==> config.mk <==
export PLATFORM = sky130hd
export DESIGN_NAME = sys_loop_counter
export DESIGN_NICKNAME = d
export VERILOG_FILES = /design/src/rtl/sys_pkg.sv /design/src/rtl/sys_step_unit.sv /design/src/rtl/sys_loop_counter.sv
export SDC_FILE = /design/constraint.sdc
export NUM_CORES = 1
export LEC_CHECK = 0
export BUFFER_PORTS_ARGS = -buffer_cell sky130_fd_sc_hd__buf_2
export CAP_MARGIN = 30
export CORE_MARGIN = 4
export CORE_UTILIZATION = 54
export DETAILED_ROUTE_END_ITERATION = 16
export GPL_TIMING_DRIVEN = 0
export PLACE_DENSITY = 0.82
export SLEW_MARGIN = 20
export SYNTH_ARGS = -nofsm -noshare
export SYNTH_HDL_FRONTEND = slang
export SYNTH_SLANG_ARGS = --single-unit
==> constraint.sdc <==
create_clock -name clk -period 4.1 [get_ports clk]
set_input_delay 0.205 -clock clk [delete_from_list [all_inputs] [get_ports clk]]
set_output_delay 0.205 -clock clk [all_outputs]
set_load 0.05 [all_outputs]
==> src/rtl/sys_pkg.sv <==
// Shared types and helpers for the loop counter and systolic address generator.
package sys_pkg;

    typedef enum logic {StIdle, StRun} state_e;

    localparam logic CntUp = 1'b1;
    localparam logic CntDn = 1'b0;

    localparam int unsigned MaxWidth = 16;

    // Callers zero-extend ld_val to MaxWidth and truncate the result to their own width.
    function automatic logic [MaxWidth-1:0] load_word(input logic [MaxWidth-1:0] val,
                                                      input int unsigned          shift);
        return val << shift;
    endfunction

endpackage

==> src/rtl/sys_step_unit.sv <==
// Combinational +/-1 stepper with terminal-count compare.
module sys_step_unit
    import sys_pkg::*;
#(
    parameter int unsigned WIDTH = 6
) (
    input  logic [WIDTH-1:0] count,
    input  logic [WIDTH-1:0] term,
    input  logic             up_dn,
    output logic [WIDTH-1:0] next,
    output logic             tc
);

    always_comb begin
        next = (up_dn == CntUp) ? count + WIDTH'(1) : count - WIDTH'(1);
        tc   = (count == term);
    end

endmodule

==> src/rtl/sys_loop_counter.sv <==
// Loadable up/down loop counter with terminal stop or auto-reload.
module sys_loop_counter
    import sys_pkg::*;
#(
    parameter int unsigned WIDTH   = 6,
    parameter int unsigned LDSHIFT = 1
) (
    input  logic                 clk,
    input  logic                 reset,
    input  logic                 cnten,
    input  logic                 cntld,
    input  logic [WIDTH-LDSHIFT-1:0] ld_val,
    input  logic [WIDTH-1:0]     term,
    input  logic                 up_dn,
    input  logic                 reload_en,
    output logic [WIDTH-1:0]     count,
    output logic                 busy,
    output logic                 tc,
    output logic                 done
);

    state_e           state_q, state_d;
    logic [WIDTH-1:0] count_q, count_d;
    logic [WIDTH-1:0] base_q, base_d;
    logic             busy_q, busy_d;
    logic             done_q, done_d;
    logic [WIDTH-1:0] step_next;
    logic [WIDTH-1:0] ld_word;

    assign ld_word = WIDTH'(load_word(MaxWidth'(ld_val), LDSHIFT));

    sys_step_unit #(
        .WIDTH (WIDTH)
    ) u_step (
        .count (count_q),
        .term  (term),
        .up_dn (up_dn),
        .next  (step_next),
        .tc    (tc)
    );

    always_comb begin
        state_d = state_q;
        count_d = count_q;
        base_d  = base_q;
        // A terminal step pulses done even when a load wins the count update.
        done_d  = (state_q == StRun) && cnten && tc;
        if (cntld) begin
            count_d = ld_word;
            base_d  = ld_word;
            state_d = StRun;
        end else if ((state_q == StRun) && cnten) begin
            if (!tc) begin
                count_d = step_next;
            end else if (reload_en) begin
                count_d = base_q;
            end else begin
                state_d = StIdle;
            end
        end
        busy_d = (state_d == StRun);
    end

    always_ff @(posedge clk or posedge reset) begin
        if (reset) begin
            state_q <= StIdle;
            count_q <= '0;
            base_q  <= '0;
            busy_q  <= 1'b0;
            done_q  <= 1'b0;
        end else begin
            state_q <= state_d;
            count_q <= count_d;
            base_q  <= base_d;
            busy_q  <= busy_d;
            done_q  <= done_d;
        end
    end

    assign count = count_q;
    assign busy  = busy_q;
    assign done  = done_q;

endmodule

After elaboration in Yosys (flattened, before gate mapping)
Cells that the tools add are included.
{ "op_classes": {"n_addsub": 2, "eq_ne": 3, "n_mux": 9, "reduce_logical": 6} }
{ "op_table": {"columns": ["cell", "n"], "rows": [
  ["$mux W6", 5],
  ["$add A6 B1 Y6 const B", 1],
  ["$eq A6 B6 Y1", 1],
  ["$sub A6 B1 Y6 const B", 1],
  ["$mux W1", 4],
  ["$reduce_bool A2 Y1", 2],
  ["$ne A3 B3 Y1 const B", 1],
  ["$reduce_and A3 Y1", 1],
  ["$logic_and A1 B1 Y1", 2],
  ["$ne A2 B2 Y1 const B", 1],
  ["$reduce_and A2 Y1", 1]
]} }
{ "totals": {"regBits": 13, "in_bits": 17, "output_inout_bits": 9, "elab_cells": 24} }

Depth between registers and ports, before layout
Gate-level depths: netlist (run 1).
{ "depth": {"word_depth": 5, "mapped_depth": 7, "depth_no_buf": 7} }

Cells and area by module
Synthesis (run 1) repeated with hierarchy kept, for this count alone.
{ "hier_totals": {"cells_unflattened": 91, "hier_area_um2": 934.6} }
{ "by_module_without_submodules": {"columns": ["mod", "instances", "cells_each", "area_each_um2", "seq_area_each_um2"], "rows": [
  ["sys_loop_counter", 1, 63, 689.4, 325.3],
  ["sys_step_unit", 1, 28, 245.2, 0.0]
]} }

Worst setup path before layout (run 1)
No wires, ideal clock.
{ "synth_timing": {"path_type": "flip-flop to flip-flop", "start": "register count_q[1] (netlist: count[1])", "end": "register count_q[5] (netlist: count[5])", "setup_time_ns": 0.111, "arrival_ns": 1.957, "setup_slack_ns": 2.032, "stages_incl_launch_ff": 7, "path_cell_list": "dfrtp_1 ha_1 a211oi_1 o21bai_1 a211oi_1 o21ai_0 a222oi_1"} }
{ "synth_between": {"elab_chain_cells": 5, "elab_cells_between_ends": 9, "classes_between": "add/sub: 2; eq/ne: 2; mux: 4; reduce/logical: 1"} }
{ "synth_lines": {"columns": ["element", "line_no", "rtl"], "rows": [
  ["from (decl)", "sys_loop_counter.sv:23", "logic [WIDTH-1:0] count_q, count_d;"],
  ["from (signal assigned)", "sys_loop_counter.sv:73", "count_q <= count_d;"],
  ["$sub A6 B1 Y6 or $add A6 B1 Y6 (tied branches)", "sys_step_unit.sv:15", "next = (up_dn == CntUp) ? count + WIDTH'(1) : count - WIDTH'(1);"],
  ["$mux W6", "sys_step_unit.sv:15", null],
  ["$mux W6", "sys_loop_counter.sv:53", "if (!tc) begin"],
  ["$mux W6", "sys_loop_counter.sv:52", "end else if ((state_q == StRun) && cnten) begin"],
  ["$mux W6", "sys_loop_counter.sv:48", "if (cntld) begin"]
]} }
Several ways; a longest one is shown, not always the timed one. The select of a mux whose other input is x is not followed.
A chain may end at the register's enable or synchronous reset.

Worst setup path after layout (run 1)
{ "layout_timing": {"start": "register count_q[0] (netlist: count[0])", "end": "output port tc"} }
{ "layout_between": {"elab_chain_cells": 1} }
{ "layout_lines": {"columns": ["element", "line_no", "rtl"], "rows": [
  ["$eq A6 B6 Y1", "sys_step_unit.sv:16", "tc = (count == term);"],
  ["to (decl)", "sys_loop_counter.sv:18", "output logic tc,"]
]} }
Every way passes these cells.

==> out/qor.csv, run 1 <==
stage;metric;value;unit
status;outcome;finished clean;
place;preCtsSetupSlack;2.15;ns
cts;cts_buffers;3;
final_layout;layout.cells.most_common;buf_2;
synth;syn_inst;93;
final_layout;antenna_cells;0;
critical_path;r2r-start;count[1];
drt;firstDrtPassIters;4;
floorplan;die_w;49.3;µm
critical_path;crit_buf_inv;3;
drt;vias;816;
synth;synth_mux_area_share;7.06;%
final_layout;area_delta_synth_final;19.7;%
sta;fin_worst_skew;0.00226;ns
pwr;power;0.000441;W
critical_path;cp_max_fo;7;
critical_path;start_kind;flop;
sta;setup_tns;0;ns
min_path;min_from;ld_val[4];
synth;synthDistinctLibCells;32;
drt;routed_wl;2.03;mm
global_route;grt_pass1_wl;3.58;mm
drt;top_layer;met4;
sta;finalSetupViolCount;0;
job;drv_cap;0;
pwr;peakVddDrop;0.274;mV
synth;synth_top_family_by_area;compound AO/OA/AOI/OAI gates;
floorplan;die_h;49.3;µm
pwr;swShare;41.0;%
sta;rsz0062_at_grt;no;
cts;cts_tree;built;
critical_path;path_cells;xnor2_1, nand4_2, or2_1, buf_6, inv_6, buf_2;
floorplan;core;1560;µm²
sta;slew_headroom;66.1;%
drt;drt_iter0_drc;12;
sta;worstMarginPinSlew;0.508;ns
cts;cts_root_buffer;clkbuf_4;
global_route;grt_start_max_net_pins;14;
min_path;min_delay_path_depth;2;
critical_path;regToRegEndpoint;count[5];
floorplan;fp-row-count;14;
critical_path;reg2reg_depth;6;
min_path;whs_endpoint;base_q[5];
sta;fin_ws;2.00;ns
synth;syn_nets;115;
critical_path;crit_slowest_cell;dfrtp_1;
pwr;power.leakage;0.531;nW
synth;syn_avg_cell_area;9.92;µm²
pwr;pwr-share-clk;17.4;%
drt;drc;0;
cts;cts_num_sinks;13;
synth;synth-xor-area-share;9.50;%
cts;ctsHtreeMaxLevel;1;
synth;async_flop_share;100;%
synth;synthFlopType;dfrtp_1;
place;globalplace.congestion;0.818;
final_layout;final_util;70.8;%
drt;wl_per_cell;14.6;µm
cts;clock_latency;0.27;ns
synth;synthAdderAreaFrac;7.60;%
synth;synth-seq-area-share;35.3;%
synth;ys.warnings.count;0;
pwr;p_seq_share;37.0;%
synth;syn_area;922;µm²
final_layout;fin_nets;146;
drt;drtAntennaViolNets;0;
cts;ctsResizeCount;0;
place;io_buffer_count;25;
drt;vias_per_cell;5.87;
cts;cts.path.max_buffers;2;
sta;period_minus_slack;2.10;ns
critical_path;arrival;1.90;ns
floorplan;initial_core_util;59.1;%
synth;synth_edf_count;0;
sta;period_share;51.3;%
critical_path;cp_top_family;simple AND/OR/NAND/NOR gates;
synth;synthSimpleGateAreaFrac;13.0;%
floorplan;io_pins;26;
pwr;intPower;0.000260;W
floorplan;die_area;2430;µm²
pwr;combPwrFrac;45.6;%
pwr;net-switching-power;0.000181;W
sta;fmax;476;MHz
place;hpwl;1.61;mm
sta;hold_violations;0;
final_layout;mostFrequentLayoutCells;buf_2, dfrtp_1, xnor2_1;
synth;ys_ff_latch;13;
pwr;power.density;400;nW/µm²
drt;wl_met1;799;µm
sta;drv_slew;0;
global_route;grt_pass1_vias;784;
synth;synth_compound_area_share;21.3;%
critical_path;endpoint_kind;primary output;
drt;met2_wirelength;1.07;mm
critical_path;crit_required;3.89;ns
min_path;hp-class;in2reg;
drt;routed-wl-met3;133;µm
final_layout;drive_gt1_share;31.7;%
critical_path;max_stage_delay;0.47;ns
critical_path;crit_type;reg2out;
global_route;antenna_found_initial;0;
global_route;grt_usage;19.4;%
critical_path;rrSetupSlack;2.18;ns
global_route;gr-total-overflow;0;
cts;path_clk_slew;0.07;ns
cts;post_cts_buffers;0;
-- metrics by stage --
stage	cells	hold slack (ns)	area [µm²]
6_report	139	0.177	1100
5_1_grt	139	0.164	1100
4_1_cts	139	0.169	1100
3_5_place_dp	134	0.264	1070
3_3_place_gp	134	0.251	1070
2_1_floorplan	93	0.0820	922
-- Yosys cell counts, drive strengths merged, types with 2 or more instances --
cell type / count / area, µm²
ha: 4 / 50.1
xor2: 2 / 17.5
a22oi: 3 / 22.5
a211oi: 3 / 27.5
o31ai: 3 / 22.5
a21oi: 5 / 25.0
xnor2: 8 / 70.1
nand3: 2 / 10.0
buf: 3 / 26.3
nand2: 7 / 26.3
mux2: 4 / 45.0
nor2: 5 / 18.8
o21ai: 6 / 30.0
nor3: 2 / 10.0
a21o: 2 / 15.0
dfrtp: 13 / 325
nand2b: 2 / 12.5
inv: 7 / 31.3
mux2i: 2 / 20.0
-- registers in the layout, indices dropped and copies added, names as in the netlist --
| register | count |
|---|---|
| done | 1 |
| busy | 1 |
| base_q | 5 |
| count | 6 |
-- worst reg2reg max path, cell delays in order (launching register included) --
cell      delay [ns]
dfrtp_1         0.47
ha_1            0.31
a211oi_1        0.36
o21bai_1        0.12
a211oi_1        0.23
o21ai_0         0.09
a222oi_1        0.24
-- repair_timing --
item | CTS | global route
endpoints found under the hold margin | 13 | 0
endpoints found under the setup margin | 0 | 0
hold buffers | 1 | 0
-- power groups by stage --
stage          clock network [W]  registers [W]  logic, W
3_5_place_dp                   0       0.000166  0.000200
6_report               0.0000769       0.000163  0.000201
4_1_cts                0.0000807       0.000163  0.000202
3_3_place_gp                   0       0.000165  0.000195
5_1_grt                0.0000899       0.000166  0.000223
2_1_floorplan                  0       0.000202  0.000116
-- cell type report --
cell class              instances  area [µm²]
flip-flops and latches         13         325
clock buffers                   4        26.3
fillers                       126         455
multi-input cells              70         539
repair buffers                 26         135
inverters                       7        31.3
well taps                      16        20.0
plain buffers                   3        26.3
-- worst max path at each step --
stage                         from       end  cells past startpoint
after floorplan           count[1]  count[5]                      6
after global routing      count[0]        tc                      6
after CTS                 count[0]        tc                      6
after global placement    count[1]  count[5]                      6
final                     count[0]        tc                      6
after detailed placement     up_dn  count[5]                      8
-- metal layers --
metal  GRT usage [%]  up-vias
met5               0        -
met4            5.69        0
met3            6.42        4
met2            34.4       27
met1            21.8      386
li1                -      399
-- kinds of logic after synthesis --
logic type	after synthesis
AND/OR/NAND/NOR	23
adder cells (fa/ha/maj)	5
XOR/XNOR	10
multiplexers	6
buffers and inverters	10
flip-flops	13
AO/OA/AOI/OAI	26
Power figures use the tool's default switching activity.
==> inputs of run 2 (changes only) <==
--- a/config.mk
+++ b/config.mk
@@ -8,10 +8,10 @@
 export BUFFER_PORTS_ARGS = -buffer_cell sky130_fd_sc_hd__buf_2
 export CAP_MARGIN = 30
 export CORE_MARGIN = 4
-export CORE_UTILIZATION = 54
+export CORE_UTILIZATION = 45
 export DETAILED_ROUTE_END_ITERATION = 16
 export GPL_TIMING_DRIVEN = 0
-export PLACE_DENSITY = 0.82
+export PLACE_DENSITY = 0.73
 export SLEW_MARGIN = 20
 export SYNTH_ARGS = -nofsm -noshare
 export SYNTH_HDL_FRONTEND = slang
==> constraint.sdc (replaced) <==
create_clock -name clk -period 1.8 [get_ports clk]
set_input_delay 0.09 -clock clk [delete_from_list [all_inputs] [get_ports clk]]
set_output_delay 0.09 -clock clk [all_outputs]
set_load 0.05 [all_outputs]
==> run 2 against run 1 <==
Against the previous run: wire length is 20% higher; the flow now finishes with violations (setup timing); power rose to 2.6 times the previous value; die area up 17%; first-iteration DRC count down 42%; clock power rose to 2.6 times the previous value.
==> out/qor.csv, run 2 (synthesis gave the netlist of run 1 again) <==
stage;metric;value;unit;change
status;outcome;finished with violations;;
status;violations;setup timing;;
place;placed_area;1110;µm²;+4.3%
min_path;min_delay_path_depth;2;;unchanged
sta;hold_violations;0;;unchanged
critical_path;crit_slowest_cell;dfrtp_2;;
min_path;hp-class;in2reg;;
sta;fin_ws;-0.00788;ns;-2.01 ns
critical_path;crit_type;reg2reg;;
job;drv_cap;0;;unchanged
critical_path;start_kind;flop;;
sta;period_minus_slack;1.81;ns;
final_layout;layout.cells.most_common;buf_2;;
critical_path;regToRegEndpoint;count[3];;
floorplan;die_w;53.3;µm;+8.0%
cts;cts.path.max_buffers;2;;unchanged
critical_path;reg2reg_depth;6;;unchanged
global_route;antenna_found_initial;0;;unchanged
critical_path;endpoint_kind;flop;;
critical_path;arrival;2.01;ns;+0.11 ns
sta;period_share;100;%;
global_route;grt_pass1_wl;3.53;mm;-1.6%
cts;cts_num_sinks;13;;unchanged
critical_path;cp_top_family;compound AO/OA/AOI/OAI gates;;
final_layout;largest_reg_flops;6;;unchanged
drt;firstDrtPassIters;4;;unchanged
floorplan;core;1960;µm²;+26%
critical_path;cp_max_fo;5;;-2
sta;finalSetupViolCount;1;;+1
floorplan;initial_core_util;47.0;%;-12 points
cts;ctsHtreeMaxLevel;1;;unchanged
final_layout;post-route-cell-area;1270;µm²;+15%
cts;path_clk_slew;0.09;ns;+0.02 ns
sta;fin_worst_skew;0.000387;ns;-0.00187 ns
cts;cts_buffers;3;;unchanged
sta;slew_headroom;63.5;%;-2.6 points
place;io_buffer_count;25;;unchanged
drt;wl_per_cell;15.4;µm;+5.8%
critical_path;r2r-start;count[5];;
sta;drv_slew;0;;unchanged
sta;fmax;553;MHz;
drt;drtAntennaViolNets;0;;unchanged
final_layout;antenna_cells;0;;unchanged
place;globalplace.congestion;0.726;;-11%
critical_path;crit_buf_inv;1;;-2
cts;clock_latency;0.29;ns;+0.02 ns
final_layout;mostFrequentLayoutCells;buf_2, buf_4, dfrtp_1;;
final_layout;final_util;64.9;%;-5.9 points
cts;cts_root_buffer;clkbuf_4;;
min_path;whs_endpoint;base_q[3];;
cts;cts_tree;built;;
min_path;min_from;ld_val[2];;
floorplan;die_area;2840;µm²;+17%
pwr;peakVddDrop;0.496;mV;+81%
pwr;power.leakage;0.599;nW;+13%
global_route;grt_start_max_net_pins;14;;unchanged
global_route;gr-total-overflow;0;;unchanged
drt;routed_wl;2.42;mm;+20%
floorplan;die_h;53.3;µm;+8.0%
final_layout;fin_nets;153;;+4.8%
place;hpwl;1.69;mm;+4.7%
drt;drt_iter0_drc;7;;-5
drt;vias;850;;+4.2%
floorplan;fp-row-count;16;;+2
critical_path;crit_required;2.00;ns;-1.89 ns
sta;worstMarginPinSlew;0.547;ns;+0.0395 ns
global_route;grt_pass1_vias;810;;+3.3%
final_layout;fill_cells;173;;+37%
drt;vias_per_cell;5.41;;-7.8%
critical_path;path_cells;xnor2_2, nand4_2, buf_6, o41ai_4, nor2_1, a221oi_2;;
final_layout;area_delta_synth_final;38.0;%;
drt;drc;0;;unchanged
sta;rsz0062_at_grt;yes;;
global_route;grt_usage;17.8;%;-1.6 points
critical_path;max_stage_delay;0.46;ns;about the same
pwr;power.density;910;nW/µm²;+130%
critical_path;rrSetupSlack;-0.008;ns;-2.19 ns
floorplan;io_pins;26;;unchanged
final_layout;drive_gt1_share;48.5;%;+17 points
[run 2: cell types whose count changed in the layout (fill, tap and decap cells not counted), sizes merged]
cell | previous run | this run
buf | 28 | 35
[run 2: area by class of cell]
| class | instances | area [µm²] | share of cell area [%] |
|---|---|---|---|
| Buffer | 3 | 26.3 | 2.06 |
| Inverter | 7 | 31.3 | 2.46 |
| Timing Repair Buffer | 33 | 201 | 15.8 |
| Clock buffer | 4 | 26.3 | 2.06 |
| Multi-Input combinational cell | 70 | 621 | 48.8 |
| Sequential cell | 13 | 333 | 26.2 |
| Tap cell | 27 | 33.8 | 2.65 |
[run 2: power by group]
part,switching [W],leakage (nW),internal [W]
Sequential,0.0000527,0.147,0.000334
Clock,0.000114,0.0150,0.0000864
Combinational,0.000323,0.437,0.000247
[run 2: repair_timing]
action / 4_1_cts / 5_1_grt
pin swaps: 3 / 7
setup endpoints to repair: 2 / 5
hold buffers: 1 / 0
buffers inserted: 3 / 4
gates resized for setup: 7 / 7
endpoints found under the hold margin: 13 / 0
[run 2: per-stage QoR]
step / total power, W / hold slack (ns) / setup slack [ns] / setup TNS [ns] / cells
2_1_floorplan: 0.000742 / -0.0334 / 0.00459 / 0 / 93
3_3_place_gp: 0.000842 / 0.140 / 0.0664 / 0 / 145
3_5_place_dp: 0.000856 / 0.151 / -0.0238 / -0.0238 / 145
4_1_cts: 0.00110 / 0.0358 / 0.000234 / 0 / 153
5_1_grt: 0.00122 / 0.0446 / -0.106 / -0.247 / 157
6_report: 0.00116 / 0.0395 / -0.00788 / -0.00788 / 157
[run 2: routing by layer]
layer	routed length (µm)	track usage, %	vias to the layer above	part of all wire, %
met5	0	0	-	0
met4	38	10.2	0	1.6
met3	95	3.38	5	3.9
met2	1300	30.4	25	53
met1	995	20.2	411	41
li1	-	-	409	-
[run 2: worst max-delay path by stage]
stage | from | to | slack (ns) | cells after the start
after global routing | count[5] | count[3] | -0.11 | 6
after global placement | count[0] | count[4] | 0.07 | 6
after detailed placement | count[1] | count[5] | -0.02 | 6
final | count[5] | count[3] | -0.008 | 6
after CTS | count[1] | tc | 0.0002 | 6
after floorplan | count[3] | count[1] | 0.005 | 7
